`config.mk`:
```
export PLATFORM = sky130hd
export DESIGN_NAME = m68k_bus_sequencer_flat
export DESIGN_NICKNAME = d
export VERILOG_FILES = /design/src/rtl/m68k_bus_sequencer_if.sv /design/src/rtl/m68k_bus_sequencer.sv /design/src/flat_wrapper.sv
export SDC_FILE = /design/constraint.sdc
export NUM_CORES = 1
export LEC_CHECK = 0
export CAP_MARGIN = 10
export CORE_MARGIN = 3
export CORE_UTILIZATION = 29
export CTS_BUF_LIST = sky130_fd_sc_hd__clkbuf_2
export CTS_CLUSTER_DIAMETER = 100
export DETAILED_ROUTE_END_ITERATION = 8
export DONT_BUFFER_PORTS = 1
export PLACE_DENSITY = 0.4
export SYNTH_ARGS = -nofsm -noshare
export SYNTH_HDL_FRONTEND = slang
export SYNTH_SLANG_ARGS = --single-unit
export TNS_END_PERCENT = 10
```
`constraint.sdc`:
```
create_clock -name sys_clk -period 6.25 [get_ports sys_clk]
set_input_delay 0.9375 -clock sys_clk [delete_from_list [all_inputs] [get_ports sys_clk]]
set_output_delay 0.9375 -clock sys_clk [all_outputs]
set_load 0.02 [all_outputs]
```
`src/rtl/m68k_bus_sequencer_if.sv`:
```
// Signal bundle between the Pi register file / Amiga bus and m68k_bus_sequencer.
// master = Pi request side plus bus terminations; slave = the bus sequencer.
interface m68k_bus_sequencer_if;
    logic        mc_clk_rising;
    logic        mc_clk_falling;
    logic        req_start;
    logic        req_rw;
    logic [1:0]  req_size;
    logic [2:0]  req_fc;
    logic [23:0] req_address;
    logic [31:0] req_data_write;
    logic        is_bm;
    logic        dtack_n;
    logic        berr_n;
    logic        vpa_n;
    logic [15:0] d_in;
    logic        req_active;
    logic        req_terminated_normally;
    logic [31:0] req_data_read;
    logic [22:0] a_out;
    logic [15:0] d_out;
    logic [2:0]  fc_out;
    logic        rw_out;
    logic        as_n;
    logic        uds_n;
    logic        lds_n;
    logic        vma_n;
    logic        e_clk;
    logic        abus_drive;
    logic        dbus_drive;
    logic        fc_drive;
    logic        ctrl_drive;

    modport master (
        output mc_clk_rising, mc_clk_falling, req_start, req_rw, req_size, req_fc,
               req_address, req_data_write, is_bm, dtack_n, berr_n, vpa_n, d_in,
        input  req_active, req_terminated_normally, req_data_read, a_out, d_out, fc_out,
               rw_out, as_n, uds_n, lds_n, vma_n, e_clk,
               abus_drive, dbus_drive, fc_drive, ctrl_drive
    );

    modport slave (
        input  mc_clk_rising, mc_clk_falling, req_start, req_rw, req_size, req_fc,
               req_address, req_data_write, is_bm, dtack_n, berr_n, vpa_n, d_in,
        output req_active, req_terminated_normally, req_data_read, a_out, d_out, fc_out,
               rw_out, as_n, uds_n, lds_n, vma_n, e_clk,
               abus_drive, dbus_drive, fc_drive, ctrl_drive
    );
endinterface

```
`src/rtl/m68k_bus_sequencer.sv`:
```
// 68000-compatible bus-cycle sequencer behind the PiStorm16 Pi register interface.
// Define PS16_VPA_CYCLE_EN to build the E clock and VPA/VMA synchronous cycles.
module m68k_bus_sequencer #(
    parameter int TIMEOUT_CLKS = 1024
) (
    input  logic                sys_clk,
    input  logic                sys_rst_n,
    m68k_bus_sequencer_if.slave bus
);
    localparam int TMO_W = $clog2(TIMEOUT_CLKS + 1);

    typedef enum logic [3:0] {
        IDLE, WAIT, S0, S1, S2, S3, S4, S5, S6, S7, REJECT
`ifdef PS16_VPA_CYCLE_EN
        , VSYNC
`endif
    } state_t;

    state_t state, next_state;

    logic             rw_l, second_l, term_ok;
    logic [1:0]       size_l;
    logic [2:0]       fc_l;
    logic [23:0]      addr_l;
    logic [31:0]      wdata_l, rd_buf;
    logic [TMO_W-1:0] tmo_cnt;

    logic [22:0] a_out_r;
    logic [15:0] d_out_r;
    logic [2:0]  fc_out_r;
    logic [31:0] rd_data_r;
    logic        status_r;

    logic        rise, fall, bad_req, tmo_hit, long_more, vsync_st, vsync_done;
    logic        in_cycle, as_on, ds_on, data_on, uds_sel, lds_sel;
    logic [23:0] next_addr;
    logic [15:0] wr_word;

    assign rise      = bus.mc_clk_rising;
    assign fall      = bus.mc_clk_falling;
    assign bad_req   = !bus.is_bm || (bus.req_size == 2'd3) ||
                       ((bus.req_size != 2'd0) && bus.req_address[0]);
    assign tmo_hit   = (tmo_cnt == TMO_W'(TIMEOUT_CLKS));
    // A long transfer continues into its second word only after a clean first word.
    assign long_more = (size_l == 2'd2) && !second_l && term_ok;
    assign next_addr = addr_l + 24'd2;
    assign wr_word   = (size_l == 2'd0) ? {2{wdata_l[7:0]}} :
                       ((size_l == 2'd2) && !second_l) ? wdata_l[31:16] : wdata_l[15:0];
    assign uds_sel   = (size_l != 2'd0) || !addr_l[0];
    assign lds_sel   = (size_l != 2'd0) || addr_l[0];

`ifdef PS16_VPA_CYCLE_EN
    logic [3:0] e_cnt;
    logic       vma_on;

    assign vsync_st   = (state == VSYNC);
    assign vsync_done = vsync_st && vma_on && fall && (e_cnt == 4'd9);

    always_ff @(posedge sys_clk) begin
        if (!sys_rst_n) begin
            e_cnt  <= 4'd0;
            vma_on <= 1'b0;
        end else begin
            if (rise) e_cnt <= (e_cnt == 4'd9) ? 4'd0 : e_cnt + 4'd1;
            if (!vsync_st)          vma_on <= 1'b0;
            else if (e_cnt == 4'd3) vma_on <= 1'b1;
        end
    end

    assign bus.e_clk = (e_cnt >= 4'd6);
    assign bus.vma_n = !(vsync_st && vma_on);
`else
    assign vsync_st   = 1'b0;
    assign vsync_done = 1'b0;
    assign bus.e_clk  = 1'b0;
    assign bus.vma_n  = 1'b1;
`endif

    always_ff @(posedge sys_clk) begin
        if (!sys_rst_n) state <= IDLE;
        else            state <= next_state;
    end

    always_comb begin
        next_state = state;
        case (state)
            IDLE:   if (bus.req_start) next_state = bad_req ? REJECT : WAIT;
            WAIT:   if (rise) next_state = S0;
            S0:     if (fall) next_state = S1;
            S1:     if (rise) next_state = S2;
            S2:     if (fall) next_state = S3;
            S3:     if (rise) next_state = S4;
            S4: begin
                // BERR/timeout and DTACK both leave through S5; the status differs.
                if (fall) begin
                    if (!bus.berr_n || tmo_hit || !bus.dtack_n) next_state = S5;
`ifdef PS16_VPA_CYCLE_EN
                    else if (!bus.vpa_n) next_state = VSYNC;
`endif
                end
            end
            S5:     if (rise) next_state = S6;
            S6:     if (fall) next_state = S7;
            S7:     if (rise) next_state = long_more ? S0 : IDLE;
            REJECT: next_state = IDLE;
`ifdef PS16_VPA_CYCLE_EN
            VSYNC:  if (vsync_done) next_state = S7;
`endif
            default: next_state = IDLE;
        endcase
    end

    always_comb begin
        in_cycle = vsync_st;
        as_on    = vsync_st;
        ds_on    = vsync_st;
        data_on  = vsync_st;
        case (state)
            S0, S1: in_cycle = 1'b1;
            S2: begin
                in_cycle = 1'b1;
                as_on    = 1'b1;
                ds_on    = rw_l;
            end
            S3: begin
                in_cycle = 1'b1;
                as_on    = 1'b1;
                ds_on    = rw_l;
                data_on  = 1'b1;
            end
            S4, S5, S6: begin
                in_cycle = 1'b1;
                as_on    = 1'b1;
                ds_on    = 1'b1;
                data_on  = 1'b1;
            end
            S7: begin
                in_cycle = 1'b1;
                data_on  = 1'b1;
            end
            default: ;
        endcase
    end

    assign bus.abus_drive = in_cycle;
    assign bus.fc_drive   = in_cycle;
    assign bus.ctrl_drive = in_cycle;
    assign bus.dbus_drive = data_on && !rw_l;
    assign bus.rw_out     = !in_cycle || rw_l;
    assign bus.as_n       = !as_on;
    assign bus.uds_n      = !(ds_on && uds_sel);
    assign bus.lds_n      = !(ds_on && lds_sel);
    assign bus.req_active = (state != IDLE);
    assign bus.a_out      = a_out_r;
    assign bus.d_out      = d_out_r;
    assign bus.fc_out     = fc_out_r;
    assign bus.req_data_read           = rd_data_r;
    assign bus.req_terminated_normally = status_r;

    always_ff @(posedge sys_clk) begin
        if (!sys_rst_n) begin
            a_out_r   <= '0;
            d_out_r   <= '0;
            fc_out_r  <= '0;
            rd_data_r <= '0;
            status_r  <= 1'b0;
        end else begin
            if ((state == IDLE) && bus.req_start && bad_req) status_r <= 1'b0;
            if ((state == WAIT) && rise) begin
                a_out_r  <= addr_l[23:1];
                fc_out_r <= fc_l;
            end
            if ((state == S2) && fall && !rw_l) d_out_r <= wr_word;
            if ((state == S7) && rise) begin
                if (long_more) begin
                    a_out_r <= next_addr[23:1];
                end else begin
                    status_r <= term_ok;
                    if (term_ok && rw_l) rd_data_r <= rd_buf;
                end
            end
        end
    end

    always_ff @(posedge sys_clk) begin
        if (!sys_rst_n) begin
            second_l <= 1'b0;
            tmo_cnt  <= '0;
        end else begin
            if ((state == IDLE) && bus.req_start)             second_l <= 1'b0;
            else if ((state == S7) && rise && long_more)      second_l <= 1'b1;
            if ((state == S3) && rise)                        tmo_cnt <= '0;
            else if ((state == S4) && rise && !tmo_hit)       tmo_cnt <= tmo_cnt + TMO_W'(1);
        end
    end

    always_ff @(posedge sys_clk) begin
        if ((state == IDLE) && bus.req_start) begin
            rw_l    <= bus.req_rw;
            size_l  <= bus.req_size;
            fc_l    <= bus.req_fc;
            addr_l  <= bus.req_address;
            wdata_l <= bus.req_data_write;
        end else if ((state == S7) && rise && long_more) begin
            addr_l  <= next_addr;
        end
        if ((state == S4) && fall) term_ok <= bus.berr_n && !tmo_hit;
        if (rw_l && (((state == S6) && fall) || vsync_done)) begin
            case (size_l)
                2'd0:    rd_buf <= {24'd0, (addr_l[0] ? bus.d_in[7:0] : bus.d_in[15:8])};
                2'd1:    rd_buf <= {16'd0, bus.d_in};
                default: begin
                    if (second_l) rd_buf[15:0]  <= bus.d_in;
                    else          rd_buf[31:16] <= bus.d_in;
                end
            endcase
        end
    end
endmodule

```
`src/flat_wrapper.sv`:
```
// flat-port wrapper written by rule: the top's interface ports become plain ports
module m68k_bus_sequencer_flat 
#(
    parameter int TIMEOUT_CLKS = 1024
)
  (sys_clk, sys_rst_n, bus_mc_clk_rising, bus_mc_clk_falling, bus_req_start, bus_req_rw, bus_req_size, bus_req_fc, bus_req_address, bus_req_data_write, bus_is_bm, bus_dtack_n, bus_berr_n, bus_vpa_n, bus_d_in, bus_req_active, bus_req_terminated_normally, bus_req_data_read, bus_a_out, bus_d_out, bus_fc_out, bus_rw_out, bus_as_n, bus_uds_n, bus_lds_n, bus_vma_n, bus_e_clk, bus_abus_drive, bus_dbus_drive, bus_fc_drive, bus_ctrl_drive);
  m68k_bus_sequencer_if bus_i ();
  input  logic sys_clk;
  input  logic sys_rst_n;
  input wire logic [$bits(bus_i.mc_clk_rising)-1:0] bus_mc_clk_rising;
  input wire logic [$bits(bus_i.mc_clk_falling)-1:0] bus_mc_clk_falling;
  input wire logic [$bits(bus_i.req_start)-1:0] bus_req_start;
  input wire logic [$bits(bus_i.req_rw)-1:0] bus_req_rw;
  input wire logic [$bits(bus_i.req_size)-1:0] bus_req_size;
  input wire logic [$bits(bus_i.req_fc)-1:0] bus_req_fc;
  input wire logic [$bits(bus_i.req_address)-1:0] bus_req_address;
  input wire logic [$bits(bus_i.req_data_write)-1:0] bus_req_data_write;
  input wire logic [$bits(bus_i.is_bm)-1:0] bus_is_bm;
  input wire logic [$bits(bus_i.dtack_n)-1:0] bus_dtack_n;
  input wire logic [$bits(bus_i.berr_n)-1:0] bus_berr_n;
  input wire logic [$bits(bus_i.vpa_n)-1:0] bus_vpa_n;
  input wire logic [$bits(bus_i.d_in)-1:0] bus_d_in;
  output wire logic [$bits(bus_i.req_active)-1:0] bus_req_active;
  output wire logic [$bits(bus_i.req_terminated_normally)-1:0] bus_req_terminated_normally;
  output wire logic [$bits(bus_i.req_data_read)-1:0] bus_req_data_read;
  output wire logic [$bits(bus_i.a_out)-1:0] bus_a_out;
  output wire logic [$bits(bus_i.d_out)-1:0] bus_d_out;
  output wire logic [$bits(bus_i.fc_out)-1:0] bus_fc_out;
  output wire logic [$bits(bus_i.rw_out)-1:0] bus_rw_out;
  output wire logic [$bits(bus_i.as_n)-1:0] bus_as_n;
  output wire logic [$bits(bus_i.uds_n)-1:0] bus_uds_n;
  output wire logic [$bits(bus_i.lds_n)-1:0] bus_lds_n;
  output wire logic [$bits(bus_i.vma_n)-1:0] bus_vma_n;
  output wire logic [$bits(bus_i.e_clk)-1:0] bus_e_clk;
  output wire logic [$bits(bus_i.abus_drive)-1:0] bus_abus_drive;
  output wire logic [$bits(bus_i.dbus_drive)-1:0] bus_dbus_drive;
  output wire logic [$bits(bus_i.fc_drive)-1:0] bus_fc_drive;
  output wire logic [$bits(bus_i.ctrl_drive)-1:0] bus_ctrl_drive;
  assign bus_i.mc_clk_rising = bus_mc_clk_rising;
  assign bus_i.mc_clk_falling = bus_mc_clk_falling;
  assign bus_i.req_start = bus_req_start;
  assign bus_i.req_rw = bus_req_rw;
  assign bus_i.req_size = bus_req_size;
  assign bus_i.req_fc = bus_req_fc;
  assign bus_i.req_address = bus_req_address;
  assign bus_i.req_data_write = bus_req_data_write;
  assign bus_i.is_bm = bus_is_bm;
  assign bus_i.dtack_n = bus_dtack_n;
  assign bus_i.berr_n = bus_berr_n;
  assign bus_i.vpa_n = bus_vpa_n;
  assign bus_i.d_in = bus_d_in;
  assign bus_req_active = bus_i.req_active;
  assign bus_req_terminated_normally = bus_i.req_terminated_normally;
  assign bus_req_data_read = bus_i.req_data_read;
  assign bus_a_out = bus_i.a_out;
  assign bus_d_out = bus_i.d_out;
  assign bus_fc_out = bus_i.fc_out;
  assign bus_rw_out = bus_i.rw_out;
  assign bus_as_n = bus_i.as_n;
  assign bus_uds_n = bus_i.uds_n;
  assign bus_lds_n = bus_i.lds_n;
  assign bus_vma_n = bus_i.vma_n;
  assign bus_e_clk = bus_i.e_clk;
  assign bus_abus_drive = bus_i.abus_drive;
  assign bus_dbus_drive = bus_i.dbus_drive;
  assign bus_fc_drive = bus_i.fc_drive;
  assign bus_ctrl_drive = bus_i.ctrl_drive;
  m68k_bus_sequencer #(.TIMEOUT_CLKS(TIMEOUT_CLKS)) u_core (.sys_clk(sys_clk), .sys_rst_n(sys_rst_n), .bus(bus_i));
endmodule
```
* Word-level counts from Yosys, hierarchy flattened *
Index checks and enable logic that the tools add are counted.

operators by class
  reductions and logical operators = 57
  add/subtract/negate cells = 2
  bitwise operators = 2
  mux-type cells = 32
  eq/ne operators = 25

operators with widths
  cell                   count
  $mux 23                3
  $mux 16                4
  $pmux 32 s2            1
  $mux 24                2
  $mux 4                 12
  $pmux 4 s10            1
  $add 24x2->24 const B  1
  $logic_and 1x1->1      21
  $ne 2x2->1 const B     10
  $eq 4x3->1 const B     4
  $add 11x1->11 const B  1
  $eq 11x11->1 const B   1
  $logic_not 1->1        11
  $reduce_and 11->1      1
  $reduce_or 5->1        2
  $eq 4x2->1 const B     2
  $eq 4x4->1 const B     2
  $mux 8                 1
  $reduce_or 8->1        1
  $logic_or 1x1->1       7
  $mux 1                 6
  $reduce_bool 2->1      3
  $reduce_or 2->1        3
  $eq 2x2->1 const B     2
  14 further kinds       16

word-level totals
  output and inout port bits = 86
  logic and storage cells = 134
  register bits after elaboration = 186

* Logic depth before layout (Yosys ltp) *
  depth after elaboration = 7
  depth in mapped cells = 9
  gate-level depth less buffers = 6

* Least setup slack after synthesis *
No wires, ideal clock.

  kind = input -> register
  start point = input bus_req_start
  end point = register u_core.addr_l[0], enable pin
  setup slack = 3.289 ns
  setup time = 0.418 ns
  path buffers = 1
  required time = 5.832 ns
  cell stages on the path = 3
  data arrival time = 2.543 ns
  cells stage by stage = nand3_1 > clkinv_1 > clkbuf_1

on the way
  longest elaborated chain between the ends = 2

RTL lines
  item                         line                       source
  from (decl)                  flat_wrapper.sv:12         input wire logic [$bits(bus_i.req_start)-1:0] bus_req_start;
  $logic_and 1x1->1            m68k_bus_sequencer.sv:198  if ((state == IDLE) && bus.req_start) begin
  $reduce_bool 2->1 (no line)  -
  to (signal assigned)         m68k_bus_sequencer.sv:202  addr_l <= bus.req_address;
  to (signal assigned)         m68k_bus_sequencer.sv:205  addr_l <= next_addr;
  to (decl)                    m68k_bus_sequencer.sv:24   logic [23:0] addr_l;

No other way between the ends.
A chain may end at the register's enable or synchronous reset.

* Worst setup path in the final report *
  start point = register u_core.size_l[1]
  end point = output bus_lds_n

on the way
  longest elaborated chain between the ends = 4

RTL lines
  item                    line                       source
  from (decl)             m68k_bus_sequencer.sv:22   logic [1:0] size_l;
  from (signal assigned)  m68k_bus_sequencer.sv:200  size_l <= bus.req_size;
  $reduce_bool 2->1       m68k_bus_sequencer.sv:50   assign lds_sel = (size_l != 2'd0) || addr_l[0];
  $logic_or 1x1->1        m68k_bus_sequencer.sv:50
  $logic_and 1x1->1       m68k_bus_sequencer.sv:152  assign bus.lds_n = !(ds_on && lds_sel);
  $logic_not 1->1         m68k_bus_sequencer.sv:152
  to (decl)               flat_wrapper.sv:32         output wire logic [$bits(bus_i.lds_n)-1:0] bus_lds_n;

No other way between the ends.

==> results.ini <==
[sta]
period_share_pct=59.3
grt_setup_unrepaired=no
slew_headroom_pct=19.3
hold_slack_ps=269
fin_worst_skew_ps=60.7
final_max_slew_viol_count=0
hold_viol_final=0
min_period_ps=3700
setup_viol=0
setup_tns_ps=0
tightest_slew_ps=1210
fmax_ghz=0.270

[clock_tree]
ctsResizeCount=0
cts_hold_buf=0
path_clk_slew_ps=320
clock_latency_ps=760
tritoncts=done
cts_setup_buffers=0
h-tree-depth=4
cts_inserted_buffers=17
root_buffer=clkbuf_2
ctsLongestPathBuffers=2
clock-sinks=186

[yosys]
syn_inst=790
ys_types=56
yosys-top-cells-area=edfxtp_1, dfxtp_1, nand2_1
synthesis.nets=880
yosysWarnings=0
synth_edf_count=95
synth_area_leader_cell=edfxtp_1
ys_seq_area_share_pct=58.2
syn-mean-instance-area_um2=10.2
synthArstFlopShare_pct=0
ys_seq_elements=186
yosysTopAreaCellShare_pct=35.5
synth_area_um2=8030
ys.flop_type=edfxtp_1

[worst_setup_path]
end_kind=output pin
path_cells=or2_2 > o21ai_0
path_class=reg2out
timing.rr.end=u_core.addr_l[10]
cp.required_ps=5310
start_kind=register
r2r_start=u_core.state[1]
crit_arrival_ps=2770
reg2regPathDepth=5
slowest_delay_ps=700
reg2reg_slack_ps=2970
crit_fanout=27
cp_slowest_cell=edfxtp_1

[route]
final_antenna_net_count=0
drc_errors=0
viasPerCell=4.84
vias=5563
drtIter0Drc=254
drt-total-wl_um=21300
wire_per_inst_um=18.5
drtPass1Iterations=4

[hold_path]
hold_path_end=u_core.size_l[1]
hp-class=in2reg
hp-start=bus_req_size[1]
whs_path_depth=0

[grt]
grt_pass1_wl_um=32900
grt_pass1_vias=5816
grt_max_degree=49
antenna_found_initial=2
overflow=0
grtUsageTotal_pct=14.5

[power_and_ir_drop]
p_sw_mw=1.19
switching_share_pct=38.4
ir_worst_vdd_mv=0.130
clkPwrFrac_pct=21.2
p_per_area_nw_per_um2=359
p_leak_nw=2.73
p_comb_share_pct=22.4
p_int_mw=1.91
seqPwrFrac_pct=56.4

[final_layout]
layout-drive-gt1-share_pct=7.87
mostFrequentLayoutCell=nand2_1
final_util_pct=31.8
final_cell_mix=nand2_1, edfxtp_1, dfxtp_1
fillers=2765
nNetsFinal=852
area_growth_pct=7.48

[floorplanning]
chipHeight_um=172
rows=60
io_pins=173
start_util_pct=29.6
coreArea_um2=27100
die_x_um=172
die_area_um2=29700

[placed_design]
place_congestion=0.799
portBuffers=0
dp_hpwl_um=15000

[run_status]
run_status=finished, final reports clean

[flow_run]
cap_violations=0

## critical path, delay by kind of cell, from the launching register on
family / cells / cell delay, ps
AOI/OAI and AO/OA: 1 / 700
and+or+nand+nor: 1 / 620
DFF: 1 / 700
## power groups by stage
stage	clock, mW	sequential [mW]	combinational [mW]
after floorplan	0	1.68	0.587
after global placement	0	1.77	0.674
after detailed placement	0	1.77	0.689
after CTS	0.705	1.75	0.691
after global routing	0.750	1.78	0.773
final	0.657	1.75	0.692
## state kept, by name (all words and copies together), names as in the netlist
name,count
u_core.state,4
u_core.second_l,1
u_core.bus.fc_out,3
u_core.rd_buf,32
u_core.rw_l,1
u_core.fc_l,3
u_core.tmo_cnt,11
u_core.addr_l,24
u_core.size_l,2
u_core.term_ok,1
u_core.wdata_l,32
u_core.bus.req_terminated_normally,1
u_core.bus.req_data_read,32
u_core.bus.d_out,16
u_core.bus.a_out,23
## cell usage after synthesis (6+ instances only)
cell type,count
nand2_1,125
edfxtp_1,95
dfxtp_1,91
a21oi_1,73
nor2_1,55
o21ai_0,51
clkbuf_1,37
and2_1,32
a211oi_1,19
nand3_1,19
mux2i_1,18
xnor2_1,15
a31oi_1,14
xor2_1,14
buf_2,13
inv_1,13
or3_1,11
mux2_2,9
nand4_1,9
nor3_1,9
and3_1,7
a22oi_1,6
## layer usage
metal | track usage [%] | share of wire (%)
met1 | 18.3 | 43
met2 | 22.8 | 46
met3 | 5.42 | 8.9
met4 | 4.93 | 1.7
met5 | 0 | 0.094
## cell families (layout without fill, tap and decap cells)
kind of cell	count (synthesis)	count (layout)	share of synthesized area [%]
AOI/OAI and AO/OA	182	182	13.2
xor gates and xnor gates	29	29	3.16
adders and majority gates	3	3	0.468
buffers and inverters	70	55	3.76
DFF	186	186	58.2
muxes	27	27	3.51
other	2	4	0.0936
and+or+nand+nor	291	291	17.6
## layout make-up
| type | count | area [um2] | share of cell area, % |
|---|---|---|---|
| timing repair buffer | 9 | 87.6 | 1.02 |
| antenna | 2 | 5.00 | 0.0580 |
| clock buffer | 17 | 85.1 | 0.986 |
| multi-input combinational | 534 | 3070 | 35.6 |
| tap | 372 | 465 | 5.39 |
| clock inverter | 15 | 188 | 2.18 |
| inverter | 14 | 52.6 | 0.609 |
| sequential | 186 | 4670 | 54.2 |
## how the worst max path moves through the flow
stage,slack (ps),to,start,cells past startpoint
after floorplan,3290,u_core.addr_l[0],bus_req_start,3
after global placement,2940,u_core.addr_l[7],u_core.state[1],5
after CTS,2360,bus_lds_n,u_core.size_l[1],2
after global routing,2270,bus_lds_n,u_core.size_l[1],2
final,2550,bus_lds_n,u_core.size_l[1],2
after detailed placement,2870,u_core.addr_l[10],u_core.state[1],5
## metrics by stage
stage	instance area [um2]	setup slack [ps]	cells	power, mW
6_report	8630	2550	1149	3.09
5_1_grt	8630	2270	1148	3.30
4_1_cts	8600	2360	1146	3.14
3_5_place_dp	8320	2870	1114	2.46
3_3_place_gp	8320	2940	1114	2.44
2_1_floorplan	8030	3290	790	2.26
No activity file was read; power rests on OpenSTA's default activity.
